<file path="src/rtl/dot_seq_ctrl.sv">
// dot_seq_ctrl: runs the combinational fixed-point dot-product datapath over
// vectors longer than DIM lanes. It takes one DIM-wide chunk per handshake and
// accumulates the chunk sums. On the last chunk it saturates the total to
// BITW bits, applies an optional ReLU, and holds the result on a valid/ready
// output.
//
// Ports:
//   clk, rst_n            clock (rising edge), async active-low reset
//   in_valid / in_ready   chunk handshake
//   in_w, in_x            DIM lanes of BITW-bit signed fixed point, lane i at [i*BITW +: BITW]
//   in_last               chunk ends the dot product
//   relu_en               ReLU select, sampled on the first chunk of a packet only
//   out_valid / out_ready result handshake
//   out_data              saturated (optionally ReLU'd) result
//   out_nchunk            chunks in the packet minus 1
//   out_ovf               the total was clamped to the output range

// mult_sum_fixp: sum over lanes of (w*x) >>> fracw. Each product is truncated,
// and the sum wraps at bitw bits.
module mult_sum_fixp #(
   parameter int unsigned dim   = 2,
   parameter int unsigned bitw  = 16,
   parameter int unsigned fracw = 8
) (
   input  logic [dim*bitw-1:0] w,
   input  logic [dim*bitw-1:0] x,
   output logic [bitw-1:0]     sum
);

   localparam int unsigned PRODW = 2 * bitw;

   logic signed [PRODW-1:0] wa;
   logic signed [PRODW-1:0] xa;
   logic signed [PRODW-1:0] prod;

   // Product per lane, scaled back to the operand fraction, summed with wrap
   always_comb begin
      sum  = '0;
      wa   = '0;
      xa   = '0;
      prod = '0;
      for (int i = 0; i < int'(dim); i++) begin
         wa   = PRODW'($signed(w[i*bitw +: bitw]));
         xa   = PRODW'($signed(x[i*bitw +: bitw]));
         prod = wa * xa;
         sum  = sum + bitw'(prod >>> fracw);
      end
   end

endmodule

module dot_seq_ctrl #(
   parameter int unsigned DIM   = 2,
   parameter int unsigned BITW  = 16,
   parameter int unsigned FRACW = 8,
   parameter int unsigned ACCW  = 24,
   parameter int unsigned CNTW  = 8
) (
   input  logic                clk,
   input  logic                rst_n,
   input  logic                in_valid,
   output logic                in_ready,
   input  logic [DIM*BITW-1:0] in_w,
   input  logic [DIM*BITW-1:0] in_x,
   input  logic                in_last,
   input  logic                relu_en,
   output logic                out_valid,
   input  logic                out_ready,
   output logic [BITW-1:0]     out_data,
   output logic [CNTW-1:0]     out_nchunk,
   output logic                out_ovf
);

   localparam logic [BITW-1:0]        OUT_MAX = {1'b0, {(BITW-1){1'b1}}};
   localparam logic [BITW-1:0]        OUT_MIN = {1'b1, {(BITW-1){1'b0}}};
   localparam logic signed [ACCW-1:0] ACC_MAX = ACCW'($signed(OUT_MAX));
   localparam logic signed [ACCW-1:0] ACC_MIN = ACCW'($signed(OUT_MIN));

   typedef enum logic {
      ST_ACC  = 1'b0,
      ST_DONE = 1'b1
   } state_t;

   state_t                 state;
   logic signed [ACCW-1:0] acc;
   logic [CNTW-1:0]        beat_cnt;
   logic                   relu_q;

   logic [BITW-1:0]        chunk_sum;
   logic signed [ACCW-1:0] chunk_ext;
   logic signed [ACCW-1:0] acc_sum;
   logic                   first;
   logic                   last_eff;
   logic                   relu_eff;
   logic [BITW-1:0]        sat_data;
   logic                   sat_ovf;
   logic [BITW-1:0]        res_data;

   mult_sum_fixp #(
      .dim   (DIM),
      .bitw  (BITW),
      .fracw (FRACW)
   ) u_mult_sum (
      .w   (in_w),
      .x   (in_x),
      .sum (chunk_sum)
   );

   // Next accumulator value, output clamp and ReLU for the chunk on the inputs
   always_comb begin
      chunk_ext = ACCW'($signed(chunk_sum));
      first     = (beat_cnt == '0);
      acc_sum   = first ? chunk_ext : acc + chunk_ext;
      // A full counter closes the packet so out_nchunk never wraps
      last_eff  = in_last || (&beat_cnt);
      relu_eff  = first ? relu_en : relu_q;
      sat_data  = BITW'(acc_sum);
      sat_ovf   = 1'b0;
      if (acc_sum > ACC_MAX) begin
         sat_data = OUT_MAX;
         sat_ovf  = 1'b1;
      end else if (acc_sum < ACC_MIN) begin
         sat_data = OUT_MIN;
         sat_ovf  = 1'b1;
      end
      res_data = (relu_eff && sat_data[BITW-1]) ? '0 : sat_data;
   end

   // Sequencer: accumulate chunks in ST_ACC, hold the result in ST_DONE
   always_ff @(posedge clk or negedge rst_n) begin
      if (!rst_n) begin
         state      <= ST_ACC;
         acc        <= '0;
         beat_cnt   <= '0;
         relu_q     <= 1'b0;
         out_data   <= '0;
         out_nchunk <= '0;
         out_ovf    <= 1'b0;
      end else begin
         case (state)
            ST_ACC: begin
               if (in_valid) begin
                  acc      <= acc_sum;
                  beat_cnt <= beat_cnt + CNTW'(1);
                  if (first) begin
                     relu_q <= relu_en;
                  end
                  if (last_eff) begin
                     out_data   <= res_data;
                     out_nchunk <= beat_cnt;
                     out_ovf    <= sat_ovf;
                     state      <= ST_DONE;
                  end
               end
            end
            ST_DONE: begin
               if (out_ready) begin
                  acc      <= '0;
                  beat_cnt <= '0;
                  state    <= ST_ACC;
               end
            end
            default: state <= ST_ACC;
         endcase
      end
   end

   // Handshake flags decode straight from the state register
   assign in_ready  = (state == ST_ACC);
   assign out_valid = (state == ST_DONE);

endmodule

</file>
<file path="config.mk">
export PLATFORM = sky130hd
export DESIGN_NAME = dot_seq_ctrl
export DESIGN_NICKNAME = d
export VERILOG_FILES = /design/src/rtl/dot_seq_ctrl.sv
export SDC_FILE = /design/constraint.sdc
export NUM_CORES = 1
export LEC_CHECK = 0
export BUFFER_PORTS_ARGS = -buffer_cell sky130_fd_sc_hd__buf_2
export CAP_MARGIN = 20
export CORE_ASPECT_RATIO = 0.6
export CORE_MARGIN = 2
export CORE_UTILIZATION = 45
export CTS_BUF_LIST = sky130_fd_sc_hd__clkbuf_4 sky130_fd_sc_hd__clkbuf_8
export DETAILED_ROUTE_END_ITERATION = 16
export GPL_ROUTABILITY_DRIVEN = 0
export PLACE_DENSITY = 0.71
export SLEW_MARGIN = 25
export SYNTH_ARGS = -nofsm -noshare
export SYNTH_HDL_FRONTEND = slang
export SYNTH_SLANG_ARGS = --single-unit
export TNS_END_PERCENT = 1
</file>
<file path="constraint.sdc">
create_clock -name clk -period 5.15 [get_ports clk]
set_input_delay 0 -clock clk [delete_from_list [all_inputs] [get_ports clk]]
set_output_delay 0 -clock clk [all_outputs]
set_load 0.005 [all_outputs]
</file>
# Yosys cells after proc, flatten, opt, wreduce, memory -nomap -nowiden
# Cells that the tools add are included.
# word_totals
input_bits	70
wordCells	41
regBits	59
# op_classes
multipliers	2
magnitude_cmp	2
reduce_logical	7
eq_ne	2
bitwise_logic	1
n_mux	17
add_sub_neg	3
# ops
cell	count
2-to-1 mux 24 bit	3
multiplier 16 x 16 -> 24 bit	2
2-to-1 mux 16 bit	3
one-hot mux 24 bit (2 select lines)	1
adder 24 x 16 -> 24 bit	1
> comparator 24 x 16 -> 1 bit (second input constant)	1
less-than comparator 24 x 16 -> 1 bit (second input constant)	1
adder 16 bit	1
2-to-1 mux 8 bit	2
one-hot mux 8 bit (2 select lines)	1
adder 8 x 1 -> 8 bit (second input constant)	1
zero test 8 bit	1
AND reduction 8 bit	1
2-to-1 mux 1 bit	6
inequality test 2 bit (second input constant)	2
AND reduction 2 bit	2
AND reduction 3 bit	1
one-hot mux 1 bit (2 select lines)	1
logical AND 1 bit	1
logical OR 1 bit	1
NOT 1 bit	1

# Longest topological paths before layout
# Gate-level depths: netlist (run 1).
# depth
depth_word	9
ltp_mapped	46
mapped_depth_nobuf	44

# Hierarchy
# Synthesis (run 1) repeated with hierarchy kept, for this count alone.
# unflattened
cells_unflattened	2232
hier_area_um2	19471.2
# by_module_without_submodules
mod	seq_area_each_um2	instances	cells_each	area_per_inst_um2
mult_sum_fixp	0.0	1	1779	15431.0
dot_seq_ctrl	1476.4	1	453	4040.1

# Worst setup path after synthesis (run 1)
# Ideal clock, no wire load.
# synth_timing
kind	input to register
startpoint	input port in_x[8]
endpoint	register out_data[6]
arrival_time_ps	9834
cell_stages	46
setup_ps	80
path_slack_ps	-4764
cell_sequence	buf_2 > clkbuf_1 > nand2_1 > fa_1 > inv_1 > fa_1 > inv_1 > fa_1 > inv_1 > fa_1 > fa_1 > inv_1 > fa_1 > inv_1 > ha_1 > a21oi_1 > o21ai_0 > a41oi_1 > (+10 left out) > and3_1 > a221oi_1 > xnor2_1 > xnor3_1 > inv_1 > ha_1 > a21oi_1 > o21ai_0 > or3_1 > a41o_1 > a31o_2 > a21oi_1 > xor2_1 > or4_1 > a2111oi_4 > o21bai_2 > buf_6 > o211ai_2
# synth_between
elab_chain_cells	9
# synth_rtl
element	line_no	source
from (decl)	64	input logic [DIM*BITW-1:0] in_x,
multiplier 16 x 16 -> 24 bit (*)	45	prod = wa * xa;
adder 16 bit (*)	46	sum = sum + bitw'(prod >>> fracw);
adder 24 x 16 -> 24 bit	113	acc_sum = first ? chunk_ext : acc + chunk_ext;
2-to-1 mux 24 bit (*)	113	
less-than comparator 24 x 16 -> 1 bit	122	end else if (acc_sum < ACC_MIN) begin
2-to-1 mux 16 bit	122	
2-to-1 mux 16 bit (*)	119	if (acc_sum > ACC_MAX) begin
logical AND 1 bit	126	res_data = (relu_eff && sat_data[BITW-1]) ? '0 : sat_data;
2-to-1 mux 16 bit (*)	126	
to (signal assigned)	149	out_data <= res_data;
to (decl)	69	output logic [BITW-1:0] out_data,
# Mark *: on every way between the ends. The rest lies on a longest branch, timed or not.
# A chain may end at the register's enable or synchronous reset.

# Worst setup path after layout (run 1)
# layout_timing
startpoint	input port in_w[24]
endpoint	register out_data[5]
# layout_between
elab_chain_cells	9
# layout_rtl
element	line_no	source
from (decl)	63	input logic [DIM*BITW-1:0] in_w,
multiplier 16 x 16 -> 24 bit (*)	45	
adder 16 bit (*)	46	
adder 24 x 16 -> 24 bit	113	
2-to-1 mux 24 bit (*)	113	
less-than comparator 24 x 16 -> 1 bit	122	
2-to-1 mux 16 bit	122	
2-to-1 mux 16 bit (*)	119	
logical AND 1 bit	126	
2-to-1 mux 16 bit (*)	126	
# Marks and branches as above.

==> results.sh, run 1 <==
export IMPL_cts_sinks=59
export IMPL_pre_cts_ws_ns=-4.76
export IMPL_wl_mm=50.5
export IMPL_rsz0062_at_grt="true"
export IMPL_first_pass_iters=5
export IMPL_crit_family="adder cells"
export IMPL_ys_ff_latch=59
export IMPL_crit_path_start_kind="input port"
export IMPL_drv_slew=0
export IMPL_fillers=3710
export IMPL_die_h_um=164
export IMPL_synth_top_cell_by_area="fa_1"
export IMPL_antenna_left=0
export IMPL_worstSetupEndpointType="register"
export IMPL_instances_no_fill=3132
export IMPL_synth_distinct_cells=65
export IMPL_synth_cell_area_sq_mm=0.0191
export IMPL_vias_per_cell=5.07
export IMPL_critical_path_slowest_cell="fa_1"
export IMPL_synth_xor_area_share_pct=4.75
export IMPL_multiInputGateArea_sq_mm=0.0159
export IMPL_crit_fanout=8
export IMPL_wl_per_cell_um=16.1
export IMPL_grt_max_degree=60
export IMPL_avgSynthCellArea_sq_um=8.77
export IMPL_port_buffers=96
export IMPL_synthesis_nets=2807
export IMPL_cts_made_buffers=9
export IMPL_layout_drive_gt1_share_pct=21.6
export IMPL_synth_compound_area_share_pct=7.68
export IMPL_ys_async_sr_fraction_pct=100
export IMPL_max_freq_mhz=107
export IMPL_start_util_pct=45.6
export IMPL_crit_buf_inv=7
export IMPL_tritoncts="done"
export IMPL_ys_seq_area_share_pct=7.72
export IMPL_maxCapViolations=0
export IMPL_violations="negative setup slack"
export IMPL_path_common_cell="fa_1"
export IMPL_hold_path_class="input port to register"
export IMPL_root_buffer="clkbuf_8"
export IMPL_cts_buffer_depth=2
export IMPL_fin_nets=3180
export IMPL_antenna_found_initial=1
export IMPL_synthFlopType="dfrtp_1"
export IMPL_cp_required_ns=5.41
export IMPL_maxSlewHeadroom_pct=31.4
export IMPL_synth_top_area_share_pct=39.1
export IMPL_grt_pass1_wl_mm=85.1
export IMPL_synth_edf_count=0
export IMPL_final_util_pct=55.6
export IMPL_synthToLayoutAreaGrowth_pct=21.9
export IMPL_chipWidth_um=270
export IMPL_grt_overflow=0
export IMPL_die_area_sq_mm=0.0442
export IMPL_dp_cells=3100
export IMPL_grt_pass1_vias=16800
export IMPL_dp_hpwl_mm=44.4
export IMPL_cts_clk_slew_worst_paths_ns=0.07
export IMPL_synth_top_cells_by_area="fa_1, ha_1, inv_1"
export IMPL_synth_mux_area_share_pct=0.673
export IMPL_io_pins=97
export IMPL_clock_latency_ns=0.34
export IMPL_cts_max_level=3
export IMPL_whs_ns=0.174
export IMPL_status="finished with violations"
export IMPL_remaining_drc_errors=0
export IMPL_clock_skew_ns=0.00884
export IMPL_grt_usage_pct=23.9
export IMPL_finalHoldViolCount=0
export IMPL_path_class="input port to register"
export IMPL_drtIter0Drc=1087
export IMPL_dr_total_vias=15900
export IMPL_row_count=58
export IMPL_core_sq_mm=0.0419
export IMPL_synth_top_family_by_area="adder cells"
export IMPL_yosys_area_share_simple_pct=16.8
export IMPL_worst_pin_slew_ns=1.03
export IMPL_layout_setup_ws_ns=-4.16
export IMPL_arrival_ns=9.57
export IMPL_yosysWarnings=0
export IMPL_finalSetupViolations=40
export IMPL_regArea_sq_mm=0.00148
export IMPL_synthAdderAreaFrac_pct=50.9
export IMPL_netlist_instances=2183
export IMPL_period_share_pct=181
export IMPL_period_minus_slack_ns=9.31
export IMPL_max_stage_delay_ns=0.54
[registers in the layout, indices dropped and copies added, names as in the netlist]
register	cells
acc	24
out_data	16
beat_cnt	8
out_nchunk	8
out_ovf	1
out_valid	1
relu_q	1
[worst register-to-register path: cells and delay by family, from the launching register on]
kind	cells	cell delay (ns)
AOI/OAI and AO/OA	7	1.55
xor gates and xnor gates	1	0.29
adders and majority gates	2	0.61
buffers and inverters	3	0.39
DFF	1	0.36
and+or+nand+nor	3	0.49
[layer usage]
metal,track usage (%),up-vias,routed length (um)
met1,35.8,7855,23700
met4,3.99,0,718
met3,5.70,50,4920
met5,0,-,0
met2,35.5,634,21200
li1,-,7341,-
[kinds of logic (layout without fill, tap and decap cells)]
group / Yosys count / count (layout)
AO/OA/AOI/OAI: 227 / 228
XOR/XNOR: 96 / 96
adder cells (fa/ha/maj): 554 / 554
buffers and inverters: 578 / 955
flip-flops: 59 / 59
multiplexers: 12 / 12
other: 0 / 1
AND/OR/NAND/NOR: 657 / 657
[timing repair]
action                                  CTS  global route
cloned                                    1             0
endpoints found under the setup margin   40            40
pin swaps                                52            12
hold endpoints to repair                 62             0
hold buffers                              3             0
resized for setup                        58            34
buffers inserted                         10             1
[layout make-up]
cell class | count | area share (%)
Sequential cell | 59 | 6.33
Antenna cell | 1 | 0.0107
Clock buffer | 11 | 0.595
Multi-Input combinational cell | 1547 | 68.0
Tap cell | 570 | 3.06
Timing Repair Buffer | 443 | 13.7
Clock inverter | 5 | 0.332
Inverter | 496 | 7.99
[per-stage QoR]
| stage | setup TNS [ns] | area (sq um) |
|---|---|---|
| after floorplan | -111.28 | 19300 |
| after global placement | -137.59 | 22600 |
| after detailed placement | -142.29 | 22600 |
| after CTS | -121.59 | 23200 |
| after global routing | -139.65 | 23300 |
| final | -122.76 | 23300 |
[synth_stat cells (2+ instances only)]
cell and number:
a21o_1 12, nor2_1 54, a22o_1 7, a31oi_1 7, xnor2_1 67, nand3_1 12
xnor3_1 5, nor2b_1 11, a41oi_1 2, and3_1 10, o21ai_2 2, a21oi_1 54
ha_1 180, a2111oi_1 2, nor4_1 2, dfrtp_1 59, nand4_1 6, a31o_2 2
o31ai_1 5, o21ai_0 64, mux2_2 7, buf_2 6, a41o_1 2, buf_6 2
xor2_1 24, o2111ai_1 3, clkbuf_1 71, o211ai_2 2, and2_1 220, or3_1 4
fa_1 374, mux2i_1 5, o21bai_1 7, nand2b_1 15, inv_1 496, o211ai_1 10
nor3_1 22, o21a_1 18, a211oi_1 5, o21ai_1 9, a211o_1 2, nand2_1 293
[cell usage in the layout, fill, tap and decap left out, drive strengths merged, types with 22 or more instances in the layout]
| cell type | instances |
|---|---|
| nor2 | 54 |
| nor3 | 22 |
| dfrtp | 59 |
| and2 | 220 |
| nand2 | 294 |
| inv | 496 |
| ha | 180 |
| xnor2 | 67 |
| o21ai | 75 |
| buf | 436 |
| xor2 | 24 |
| fa | 374 |
| a21oi | 54 |
[final timing paths]
kind                       startpoint     endpoint  slack, ns  depth (start not counted)
setup / recovery             in_w[24]  out_data[5]      -4.16                         42
hold / removal                in_last    out_valid       0.17                          4
setup reg to reg               acc[0]  out_data[3]       1.40                         16
hold reg to reg               acc[22]      acc[22]       0.49                          1
max in group asynchronous       rst_n      acc[19]       4.31                          3
min in group asynchronous       rst_n  out_data[3]       0.34                          3
Power of run 1 is not shown: default switching activity piles up to over one toggle a cycle in this logic, so the estimate is an artifact.
==> inputs of run 2 (changes only) <==
Settings changed: REMOVE_ABC_BUFFERS set to 1.
==> run 2 against run 1 <==
  * The run still ends with negative setup slack left
  * Critical path depth rose by 3
  * Hold slack improved by 0.10 ns
  * Sequential share of layout area barely moved
  * Register-to-register slack got worse by 0.05 ns
  * Sequential cell count did not move
  * Via count rose by 1.1%
  * Final cell count rose by 0.51%
  * Fmax fell by 2.1%
  * Utilization rose by 0.35 points
  * Cell area rose by 0.63%
  * Largest cell class unchanged
==> results.sh, run 2 (synthesis gave the netlist of run 1 again) <==
export IMPL_status="finished with violations"
export IMPL_layout_drive_gt1_share_pct=22.4
export IMPL_finalHoldViolCount=0
export IMPL_max_stage_delay_ns=0.59
export IMPL_die_area_sq_mm=0.0442
export IMPL_worstSetupEndpointType="register"
export IMPL_period_share_pct=185
export IMPL_grt_usage_pct=24.4
export IMPL_cp_required_ns=5.42
export IMPL_fin_nets=3195
export IMPL_max_freq_mhz=105
export IMPL_violations="negative setup slack"
export IMPL_row_count=58
export IMPL_root_buffer="clkbuf_8"
export IMPL_layout_setup_ws_ns=-4.36
export IMPL_crit_path_start_kind="input port"
export IMPL_clock_latency_ns=0.35
export IMPL_antenna_left=0
export IMPL_grt_pass1_vias=16900
export IMPL_maxSlewHeadroom_pct=33.0
export IMPL_worst_pin_slew_ns=1.00
export IMPL_wl_mm=52.2
export IMPL_vias_per_cell=5.10
export IMPL_dr_total_vias=16100
export IMPL_drtIter0Drc=1458
export IMPL_synthToLayoutAreaGrowth_pct=22.7
export IMPL_grt_pass1_wl_mm=86.8
export IMPL_die_h_um=164
export IMPL_final_common_cell="inv_1"
export IMPL_final_util_pct=56.0
export IMPL_first_pass_iters=6
export IMPL_clock_skew_ns=0.00807
export IMPL_cts_sinks=59
export IMPL_regMostFlops="acc"
export IMPL_cts_made_buffers=9
export IMPL_fillers=3669
export IMPL_hold_path_class="input port to register"
export IMPL_drv_slew=0
export IMPL_start_util_pct=45.6
export IMPL_core_sq_mm=0.0419
export IMPL_grt_overflow=0
export IMPL_rsz0062_at_grt="true"
export IMPL_period_minus_slack_ns=9.51
export IMPL_cts_max_level=3
export IMPL_crit_fanout=8
export IMPL_remaining_drc_errors=0
export IMPL_io_pins=97
export IMPL_most_common_layout_cells="inv_1, fa_1, buf_4"
export IMPL_grt_max_degree=60
export IMPL_cts_buffer_depth=2
export IMPL_chipWidth_um=270
export IMPL_path_class="input port to register"
export IMPL_cts_clk_slew_worst_paths_ns=0.07
export IMPL_maxCapViolations=0
export IMPL_wl_per_cell_um=16.6
export IMPL_top_regs="acc x24, out_data x16"
export IMPL_port_buffers=96
export IMPL_largest_register_ffs=24
export IMPL_critical_path_slowest_cell="fa_2"
export IMPL_finalSetupViolations=40
export IMPL_arrival_ns=9.78
export IMPL_tritoncts="done"
export IMPL_dp_hpwl_mm=45.0
export IMPL_antenna_found_initial=2
-- run 2: area by class of cell --
type	count	area (sq um)	area share (%)
flip-flops and latches	59	1480	6.29
repair buffers	458	3310	14.1
diodes	2	5.00	0.0213
well taps	570	713	3.04
clock inverters	6	47.5	0.202
clock buffers	10	138	0.586
inverters	496	1860	7.93
multi-input cells	1547	15900	67.9
-- run 2: repair_timing --
action                                 in CTS  in global routing
gates resized for setup                    76                 56
endpoints found under the hold margin      62                  0
pin swaps                                  55                 39
cloned                                      1                  0
setup endpoints to repair                  40                 40
hold buffers                                4                  0
buffers inserted                           12                  5
-- run 2: final timing paths --
| check | startpoint | endpoint | slack (ns) | depth (start not counted) |
|---|---|---|---|---|
| setup / recovery | in_x[20] | out_data[1] | -4.36 | 45 |
| hold / removal | in_valid | relu_q | 0.27 | 4 |
| setup reg to reg | acc[0] | out_data[1] | 1.35 | 15 |
| hold reg to reg | acc[0] | acc[0] | 0.49 | 2 |
| max in group asynchronous | rst_n | acc[9] | 4.30 | 3 |
| min in group asynchronous | rst_n | acc[22] | 0.33 | 3 |
-- run 2: worst max-delay path: cells and delay by family --
family,cells,cell delay [ns]
adder cells (fa/ha/maj),9,3.58
AO/OA/AOI/OAI,16,2.91
AND/OR/NAND/NOR,7,1.71
buffers and inverters,9,0.92
XOR/XNOR,4,0.67
-- run 2: metrics by stage --
stage / TNS (ns) / setup slack, ns / hold slack, ns / instances / cell area [sq um]
final: -126.80 / -4.36 / 0.275 / 3148 / 23500
after global routing: -141.53 / -4.74 / 0.303 / 3146 / 23500
after CTS: -125.76 / -4.32 / 0.252 / 3141 / 23200
after detailed placement: -152.51 / -5.15 / 0.203 / 3108 / 22600
after global placement: -143.97 / -4.85 / 0.196 / 3108 / 22600
after floorplan: -116.45 / -4.42 / -0.296 / 2101 / 18800
-- run 2: per-layer routing --
layer	track usage (%)	wire [um]	up-vias
li1	-	-	7361
met5	0	0	-
met4	3.44	587	0
met1	37.0	24400	8010
met3	6.07	5250	50
met2	36.0	22000	636
Power of run 2 is left out for the same reason.
